$ cat src/rtl/store_unit.sv
`default_nettype none
// ============================================================================
// Module   : store_unit
// Purpose  : SB/SH/SW store engine for a word-wide data memory without byte
//            enables; narrow stores use read-modify-write over req/ack.
//            Optional alignment check: define STORE_ALIGN_CHECK_EN.
// Revision : 1.0 - initial release
// ============================================================================
module store_unit #(
    parameter int         ACK_TIMEOUT = 16,
    parameter logic [5:0] OPC_SB      = 6'h28,
    parameter logic [5:0] OPC_SH      = 6'h29,
    parameter logic [5:0] OPC_SW      = 6'h2B
) (
    input  logic        clk,
    input  logic        reset,
    input  logic        start,
    input  logic [5:0]  opcode,
    input  logic [31:0] addr,
    input  logic [31:0] store_data,
    output logic        busy,
    output logic        done,
    output logic        err,
    output logic        mem_req,
    output logic        mem_we,
    output logic [31:0] mem_addr,
    output logic [31:0] mem_wdata,
    input  logic [31:0] mem_rdata,
    input  logic        mem_ack
);

    localparam int                c_cnt_w    = $clog2(ACK_TIMEOUT + 1);
    localparam logic [c_cnt_w-1:0] c_cnt_last = c_cnt_w'(ACK_TIMEOUT - 1);

    typedef enum logic [2:0] {
        S_IDLE  = 3'd0,
        S_RD    = 3'd1,
        S_MERGE = 3'd2,
        S_WR    = 3'd3,
        S_DONE  = 3'd4
    } state_t;

    state_t               r_state;
    state_t               w_state_next;
    logic [5:0]           r_opcode;
    logic [31:0]          r_addr;
    logic [31:0]          r_data;
    logic [31:0]          r_rdata;
    logic [31:0]          r_wdata;
    logic                 r_err;
    logic [c_cnt_w-1:0]   r_cnt;

    logic                 w_is_sb;
    logic                 w_is_sh;
    logic                 w_is_sw;
    logic                 w_misalign;
    logic                 w_reject;
    logic                 w_timeout;
    logic [31:0]          w_merged;

    assign w_is_sb = (opcode == OPC_SB);
    assign w_is_sh = (opcode == OPC_SH);
    assign w_is_sw = (opcode == OPC_SW);

`ifdef STORE_ALIGN_CHECK_EN
    assign w_misalign = (w_is_sh && addr[0]) || (w_is_sw && (addr[1:0] != 2'b00));
`else
    assign w_misalign = 1'b0;
`endif

    assign w_reject  = !(w_is_sb || w_is_sh || w_is_sw) || w_misalign;
    // The limit only fires without an ack, so a last-cycle ack completes cleanly.
    assign w_timeout = !mem_ack && (r_cnt == c_cnt_last);

    assign mem_addr  = {r_addr[31:2], 2'b00};
    assign mem_wdata = r_wdata;

    always_comb begin
        w_merged = r_rdata;
        if (r_opcode == OPC_SH) begin
            if (r_addr[1])
                w_merged[31:16] = r_data[15:0];
            else
                w_merged[15:0]  = r_data[15:0];
        end else begin
            case (r_addr[1:0])
                2'd0:    w_merged[7:0]   = r_data[7:0];
                2'd1:    w_merged[15:8]  = r_data[7:0];
                2'd2:    w_merged[23:16] = r_data[7:0];
                default: w_merged[31:24] = r_data[7:0];
            endcase
        end
    end

    always_ff @(posedge clk or posedge reset) begin
        if (reset)
            r_state <= S_IDLE;
        else
            r_state <= w_state_next;
    end

    always_comb begin
        w_state_next = r_state;
        busy         = 1'b1;
        done         = 1'b0;
        err          = 1'b0;
        mem_req      = 1'b0;
        mem_we       = 1'b0;
        case (r_state)
            S_IDLE: begin
                busy = 1'b0;
                if (start) begin
                    if (w_reject)
                        w_state_next = S_DONE;
                    else if (w_is_sw)
                        w_state_next = S_WR;
                    else
                        w_state_next = S_RD;
                end
            end
            S_RD: begin
                mem_req = 1'b1;
                if (mem_ack)
                    w_state_next = S_MERGE;
                else if (w_timeout)
                    w_state_next = S_DONE;
            end
            S_MERGE: w_state_next = S_WR;
            S_WR: begin
                mem_req = 1'b1;
                mem_we  = 1'b1;
                if (mem_ack || w_timeout)
                    w_state_next = S_DONE;
            end
            S_DONE: begin
                done         = 1'b1;
                err          = r_err;
                w_state_next = S_IDLE;
            end
            default: w_state_next = S_IDLE;
        endcase
    end

    always_ff @(posedge clk or posedge reset) begin
        if (reset) begin
            r_opcode <= '0;
            r_addr   <= '0;
            r_data   <= '0;
            r_rdata  <= '0;
            r_wdata  <= '0;
            r_err    <= 1'b0;
            r_cnt    <= '0;
        end else begin
            case (r_state)
                S_IDLE: begin
                    if (start) begin
                        r_opcode <= opcode;
                        r_addr   <= addr;
                        r_data   <= store_data;
                        r_wdata  <= store_data;
                        r_err    <= w_reject;
                    end
                end
                S_RD: begin
                    if (mem_ack)
                        r_rdata <= mem_rdata;
                    else if (w_timeout)
                        r_err <= 1'b1;
                end
                S_MERGE: r_wdata <= w_merged;
                S_WR: begin
                    if (w_timeout)
                        r_err <= 1'b1;
                end
                default: ;
            endcase
            // Counter is held at zero outside the wait states, so it restarts on each entry.
            if ((r_state == S_RD) || (r_state == S_WR)) begin
                if (!mem_ack)
                    r_cnt <= r_cnt + 1'b1;
            end else begin
                r_cnt <= '0;
            end
        end
    end

endmodule
`default_nettype wire

$ cat config.mk
export PLATFORM = sky130hd
export DESIGN_NAME = store_unit
export DESIGN_NICKNAME = d
export VERILOG_FILES = /design/src/rtl/store_unit.sv
export SDC_FILE = /design/constraint.sdc
export NUM_CORES = 1
export LEC_CHECK = 0
export CORE_MARGIN = 1.5
export CORE_UTILIZATION = 42
export DETAILED_ROUTE_END_ITERATION = 6
export PLACE_DENSITY = 0.7
export SLEW_MARGIN = 20
export SYNTH_ARGS = -nofsm -noshare
export SYNTH_HDL_FRONTEND = slang
export SYNTH_SLANG_ARGS = --single-unit
$ cat constraint.sdc
create_clock -name clk -period 5.6 [get_ports clk]
set_clock_uncertainty 0.05 [all_clocks]
set_input_delay 1.12 -clock clk [delete_from_list [all_inputs] [get_ports clk]]
set_output_delay 1.12 -clock clk [all_outputs]
set_load 0.005 [all_outputs]
After elaboration in Yosys (flattened, before gate mapping)
Index checks and enable logic that the tools add are counted.
{ "classes": {"add_sub_neg": 1, "eq_ne": 16, "muxes": 27, "n_reduce_logical": 18} }
{ "ops": {"columns": ["cell", "n"], "rows": [
  ["32-bit 2-to-1 mux", 2],
  ["32-bit one-hot mux with 2 select lines", 1],
  ["16-bit 2-to-1 mux", 2],
  ["8-bit 2-to-1 mux", 4],
  ["6-bit equality test (second input constant)", 4],
  ["3-bit 2-to-1 mux", 5],
  ["3-bit one-hot mux with 4 select lines", 1],
  ["5-bit 2-to-1 mux", 2],
  ["1-bit 2-to-1 mux", 8],
  ["2-bit != test (second input constant)", 4],
  ["3-bit by 2-bit equality test with 1-bit output (second input constant)", 2],
  ["2-bit AND reduction", 3],
  ["3-bit AND reduction", 2],
  ["5-bit by 1-bit adder with 5-bit output (second input constant)", 1],
  ["5-bit by 4-bit equality test with 1-bit output (second input constant)", 1],
  ["1-bit logical OR", 4],
  ["3-bit by 1-bit equality test with 1-bit output (second input constant)", 1],
  ["3-bit equality test (second input constant)", 1],
  ["3-bit logical NOT", 1],
  ["3-bit != test (second input constant)", 1],
  ["1-bit one-hot mux with 3 select lines", 1],
  ["3-bit nonzero test", 1],
  ["3-bit OR reduction", 1],
  ["2-bit by 1-bit equality test with 1-bit output (second input constant)", 1],
  ["other kinds (7)", 8]
]} }
{ "word_totals": {"register_bits": 127, "input_bits": 106, "word_cells": 70} }

Logic depth before layout (Yosys ltp)
{ "depth": {"depth_word": 6, "ltp_mapped": 7, "depth_no_buf": 6} }

Least setup slack after synthesis
No wires, ideal clock.
{ "synth_timing": {"kind": "input to register", "from": "in start", "to": "reg r_wdata[16] (netlist: mem_wdata[16])", "setup_time_ps": 147, "t_arrival_ps": 2219, "t_required_ps": 5403, "path_slack_ps": 3184, "stages": 7, "path_buffers": 3, "cell_sequence": "buf_2 or3b_1 buf_6 buf_8 o22a_1 o22ai_1 a311oi_1"} }
{ "synth_between": {"elab_chain_cells": 2} }
{ "synth_rtl": {"columns": ["element", "line", "rtl"], "rows": [
  ["start, declared", "17", "input logic start,"],
  ["2-bit != test (no line)", null, null],
  ["2-bit AND reduction (no line)", null, null],
  ["end signal, assigned", "160", "r_wdata <= store_data;"],
  ["end signal, assigned", "170", "S_MERGE: r_wdata <= w_merged;"],
  ["end, declared", "49", "logic [31:0] r_wdata;"]
]} }
No other way between the ends.
A chain may end at the register's enable or synchronous reset.

Worst setup path after layout
{ "layout_timing": {"from": "in start", "to": "reg r_wdata[31] (netlist: mem_wdata[31])"} }
The elaborated chain is that of the path after synthesis.

==> results.cfg <==
[synthesis]
synth_most_common_cell = nand2_1
synth_edf_count = 0
async_reset_ff_share_pct = 100
syn_inst = 659
synth_top_cell_by_area = dfrtp_1
synth.distinct_cells = 49
post_synth.cell_area_avg_um2 = 10.2
yosys_warnings = 0
ys_top_cells_by_area = dfrtp_1 47%, nand2_1 9.2%, mux2i_1 7.4%
netlist_area_um2 = 6740
yosys_register_bits = 127
ys_seq_area_share_pct = 47.1
synthTopCellsByCount = 166 x nand2_1, 127 x dfrtp_1, 50 x mux2i_1
synthFlopType = dfrtp_1
synth_top_area_share_pct = 47.1

[global_route]
antenna_found_initial = 0
grt_util_met1_pct = 28.5
grt_pass1_vias = 5558
grt_most_used_layer = met2
grt_first_pass_wirelength_mm = 29.0
grt_usage_pct = 22.3
grtUsageMet3_pct = 4.92
grt_util_met2_pct = 36.4
grt_overflow = 0
grt_max_degree = 77

[sta]
hold_viol_final = 0
max_freq_mhz = 277
tightest_slew_ns = 1.05
setup_viol = 0
fin_crit_ns = 3.61
finalMaxSlewViolations = 0
rsz0062_at_grt = false
period_share_pct = 64.5
slew_headroom_pct = 29.9
fin_tns_setup_ns = 0

[die]
io_pins = 175
core_area_um2 = 15800
fp.dieH_um = 130
die_w_um = 130
die_area_um2 = 16800
start_util_pct = 42.7
num_rows = 46

[critical_path]
worstSetupPathType = input pin to flop
cp-start-kind = input pin
crit_arrival_ns = 3.86
crit_path_end_kind = flop
cp.required_ns = 5.85
cp_max_fo = 20

[clock_tree]
post-cts-setup-buffer-count = 0
clk_latency_ns = 0.41
root_buffer = clkbuf_16
post_cts_resized = 0
hold_buffers = 0
numCtsBuffers = 17
path_clk_slew_ns = 0.05
htreeDepth = 4
cts_tree = done
cts_num_sinks = 127
clockBufferDepth = 2

[finish]
nets = 887
regArea_um2 = 3180
multi_input_area_um2 = 3000
n_fill_cell = 1339
fin_util_pct = 56.2
areaGrowthSynthToFinish_pct = 31.4
drive_gt1_share_pct = 11.1
stdcell_area_um2 = 8860

[routing]
avgRoutedWirePerCell_um = 18.4
drt_first_pass_iters = 5
drtIter0Drc = 566
detailroute.via_count = 5529
drc = 0
wl_mm = 18.6
ant_nets = 0
viasPerCell = 5.48

[pwr]
p_int_mw = 3.21
switching_share_pct = 36.1
share_comb_of_total_power_pct = 43.0
power_density_nw_per_um2 = 567
p_switching_mw = 1.81
p_seq_share_pct = 36.0
p_leak_nw = 3.83
power_frac_clock_pct = 21.1
peakVddDrop_uv = 270

[run]
timing.max_cap.violations = 0

[placed_design]
io_buffers = 172
place_area_um2 = 8270
hpwl_mm = 12.5
globalplace.congestion = 0.796

[min_path]
hold_path_class = flop to flop

[status]
status = complete, no violations
## routing by layer
metal	vias to the layer above	share of wire, %
met5	-	0
met4	0	2.8
met3	34	6.1
met2	213	49
met1	2723	42
li1	2559	-
## cells by family after synthesis
kind of cell / Yosys count / synth area share [%]
adder cells (fa/ha/maj): 2 / 0.371
flip-flops: 127 / 47.1
XOR/XNOR: 3 / 0.390
AND/OR/NAND/NOR: 237 / 16.5
multiplexers: 82 / 12.8
AO/OA/AOI/OAI: 118 / 14.3
other: 1 / 0.0556
buffers and inverters: 89 / 8.44
## critical path: stages
cell	delay, ns
clkdlybuf4s50_1	1.12
buf_4	0.37
or3b_1	0.63
o22a_1	0.28
o22a_1	0.19
and3_1	0.15
## cell type report
cell class                 instances  share of cell area, %
sequential                       127                   35.9
timing repair buffer             184                   20.5
multi-input combinational        444                   33.9
clock inverter                     5                  0.593
tap                              216                   3.05
clock buffer                      27                   5.79
antenna                            1                 0.0283
inverter                           5                  0.240
## path summary, 6_finish.rpt
check                                             to  cells after the start                    from  slack (ns)
max                        mem_wdata[31]$_DFFE_PP0P_                      6                   start        1.99
min                           r_addr[16]$_DFFE_PP0P_                      2  r_addr[16]$_DFFE_PP0P_        0.42
max reg2reg                  r_rdata[19]$_DFFE_PP0P_                      3  r_state[0]$_DFFE_PP0P_        3.21
min reg2reg                   r_addr[16]$_DFFE_PP0P_                      2  r_addr[16]$_DFFE_PP0P_        0.42
max in group asynchronous     r_addr[17]$_DFFE_PP0P_                      3                   reset        3.32
min in group asynchronous     r_rdata[1]$_DFFE_PP0P_                      2                   reset        1.22
## cell usage in the layout, fill, tap and decap left out, types with 2 or more instances in the layout
master,Yosys,final
a311oi_1,15,15
nand3b_1,3,3
mux2_2,32,32
and2_1,3,3
xor2_1,2,2
o22ai_1,7,7
ha_1,2,2
nand3_1,3,3
nor2_1,8,8
o31ai_1,16,16
nor2_4,2,2
and3_1,10,10
nor3_1,3,3
clkbuf_1,13,5
buf_4,41,10
a21oi_1,19,19
o311a_1,16,16
o22ai_2,8,8
inv_1,5,4
nor2b_1,10,10
nand2_1,166,166
mux2i_1,50,50
o22a_1,17,17
buf_6,6,2
clkinv_2,0,3
nand2b_1,3,3
clkbuf_8,0,5
clkbuf_16,0,17
clkdlybuf4s50_1,0,172
dfrtp_1,127,126
a2111oi_0,15,15
conb_1,1,2
nor3b_1,16,16
## through the flow
| stage | hold WS [ns] | total power [mW] | cells | setup slack, ns |
|---|---|---|---|---|
| global route | 0.446 | 5.33 | 1008 | 1.91 |
| floorplan | 0.388 | 3.17 | 660 | 1.05 |
| global placement | 0.404 | 3.84 | 974 | 1.52 |
| detailed placement | 0.411 | 3.94 | 974 | 1.44 |
| CTS | 0.425 | 5.01 | 1006 | 1.88 |
| finish | 0.422 | 5.02 | 1009 | 1.99 |
## power by group through the flow
| stage | Clock, mW | Combinational (mW) | Sequential (mW) |
|---|---|---|---|
| 2_1_floorplan | 0 | 1.53 | 1.63 |
| 3_3_place_gp | 0 | 2.06 | 1.78 |
| 3_5_place_dp | 0 | 2.14 | 1.80 |
| 4_1_cts | 1.07 | 2.15 | 1.79 |
| 5_1_grt | 1.11 | 2.36 | 1.86 |
| 6_report | 1.06 | 2.16 | 1.81 |
## flip-flops by register name (all words and copies together), names as in the netlist
register / count
r_addr: 32
mem_wdata: 32
r_state: 3
r_err: 1
r_opcode: 6
r_data: 16
r_cnt: 5
r_rdata: 32
Note: power is estimated with default switching activity, not from simulation.
==> patch (same flow settings) <==
The option `STORE_ALIGN_CHECK_EN` is turned on by a define.
--- a/src/rtl/store_unit.sv
+++ b/src/rtl/store_unit.sv
@@ -8,2 +8,4 @@
 // ============================================================================
+`define STORE_ALIGN_CHECK_EN
+
 module store_unit #(
Check against the original RTL: not equivalent (a bounded check fails within 4 cycles, from zero or initial values and one cycle with reset high).
==> patch against the original RTL <==
Largest power group unchanged. Synthesized area down 9.5%. Setup slack better by 0.31 ns. Wire length down 15%. Sequential cell count unchanged. Largest cell class unchanged. Cell area down 7.7%. Global-route usage down 0.64 points. Final cell count down 8.5%. Total power down 9.9%.
==> patch: results (changes against the original RTL) <==
synthesis:
  syn_avg_cell_area_sq_um: 10.1  # -0.95%
  seq_area_frac_synth_pct: 52.1  # +5.0 points
  synth-compound-area-share_pct: 11.8  # -2.5 points
  synth-adder-area-share_pct: 0.410  # +0.039 points
  synth_cell_type_count: 50  # +2.0%
  synth_commonest_cells: "nand2_1, dfrtp_1, nor3_1"
  synthTopCellsByArea: "dfrtp_1, nand2_1, mux2_2, o221a_1, buf_4"
  synth-xor-area-share_pct: 0.431  # +0.041 points
  synth.area.mux_share_pct: 6.07  # -6.7 points
  synthFlopType: "dfrtp_1"
clock_network:
  insertion_delay_ns: 0.41  # about the same
  cts_resized: 0  # unchanged
  root_buffer: "clkbuf_16"
  cts.clk_slew.worst_paths_ns: 0.05  # about the same
  numCtsBuffers: 17  # unchanged
  htree_num_levels: 4  # unchanged
cells_and_area:
  drive_above_1_share_pct: 11.6  # +0.46 points
  finalNetCount: 838  # -5.5%
  diodes: 0  # -1
  layout.cells.non_filler: 923  # -8.5%
  fill_cells: 1154  # -14%
global_routing:
  grtUsageMet1_pct: 27.0  # -1.4 points
  grt_max_degree: 50  # -35%
  grt_use_met2_pct: 34.4  # -1.9 points
  met3_usage_pct: 6.87  # +2.0 points
  first_global_vias: 4901  # -12%
  grt_use_total_pct: 21.7  # -0.64 points
  grt_pass1_wl_um: 24800  # -15%
drt:
  route.met2.wl_um: 7400  # -19%
  wl_um: 15900  # -15%
  met3_length_um: 1310  # +16%
  firstDrtPassIters: 6  # +1
  first_iter_violations: 183  # -68%
  top_layer: "met4"
  drt-met1-wl_um: 6790  # -13%
  via_per_inst: 5.29  # -3.5%
status:
  status: "finished, final reports clean"
hold_path:
  whs_endpoint: "r_opcode[4]"
  min_from: "r_opcode[4]"
placed_design:
  hpwl_um: 11400  # -8.5%
  gp_congestion: 0.860  # +8.0%
  dp_slack_ns: 1.92  # +0.474 ns
  placed_cells: 891  # -8.5%
  placed_area_sq_um: 7630  # -7.7%
  io_buffers: 172  # unchanged
sta:
  slew_headroom_pct: 30.4  # +0.49 points
  worst_hold_slack_ns: 0.422  # +0.000136 ns
worst_setup_path:
  rr_worst_depth: 4  # +1
  r2r_start: "r_state[0]"
  path_max_fanout: 48  # +140%
  r2r_setup_slack_ns: 3.06  # -0.15 ns
  worstPathArrival_ns: 3.53  # -0.33 ns
  r2r_end: "mem_wdata[24]"
power:
  internal-power_w: 0.00297  # -7.3%
  vdd_ir_drop_max_uv: 261  # -3.2%
  power_frac_seq_pct: 38.3  # +2.3 points
  netSwitchingPower_w: 0.00155  # -15%
  leakagePower_nw: 3.56  # -7.2%
  p_comb_share_pct: 39.9  # -3.1 points
==> patch: worst max-delay path, stage by stage <==
cell	delay, ns
clkdlybuf4s50_1	0.84
or4b_2	0.88
buf_4	0.37
a32oi_1	0.21
o21ai_1	0.09
==> patch: final cells by class <==
cell class / count / area [sq um] / area share (%)
multi-input combinational: 401 / 2430 / 29.8
timing repair buffer: 179 / 1770 / 21.7
inverter: 4 / 17.5 / 0.214
tap: 180 / 225 / 2.76
clock inverter: 11 / 63.8 / 0.781
sequential: 127 / 3180 / 38.9
clock buffer: 21 / 480 / 5.88
==> patch: worst max path at each step <==
stage | start | endpoint | slack (ns) | cells after the start
floorplan | reset | mem_wdata[0] | 1.05 | 1
finish | start | r_err | 2.29 | 5
global route | start | r_err | 2.18 | 5
detailed placement | start | r_err | 1.92 | 5
global placement | start | r_err | 1.96 | 5
CTS | r_state[0] | mem_we | 2.33 | 4
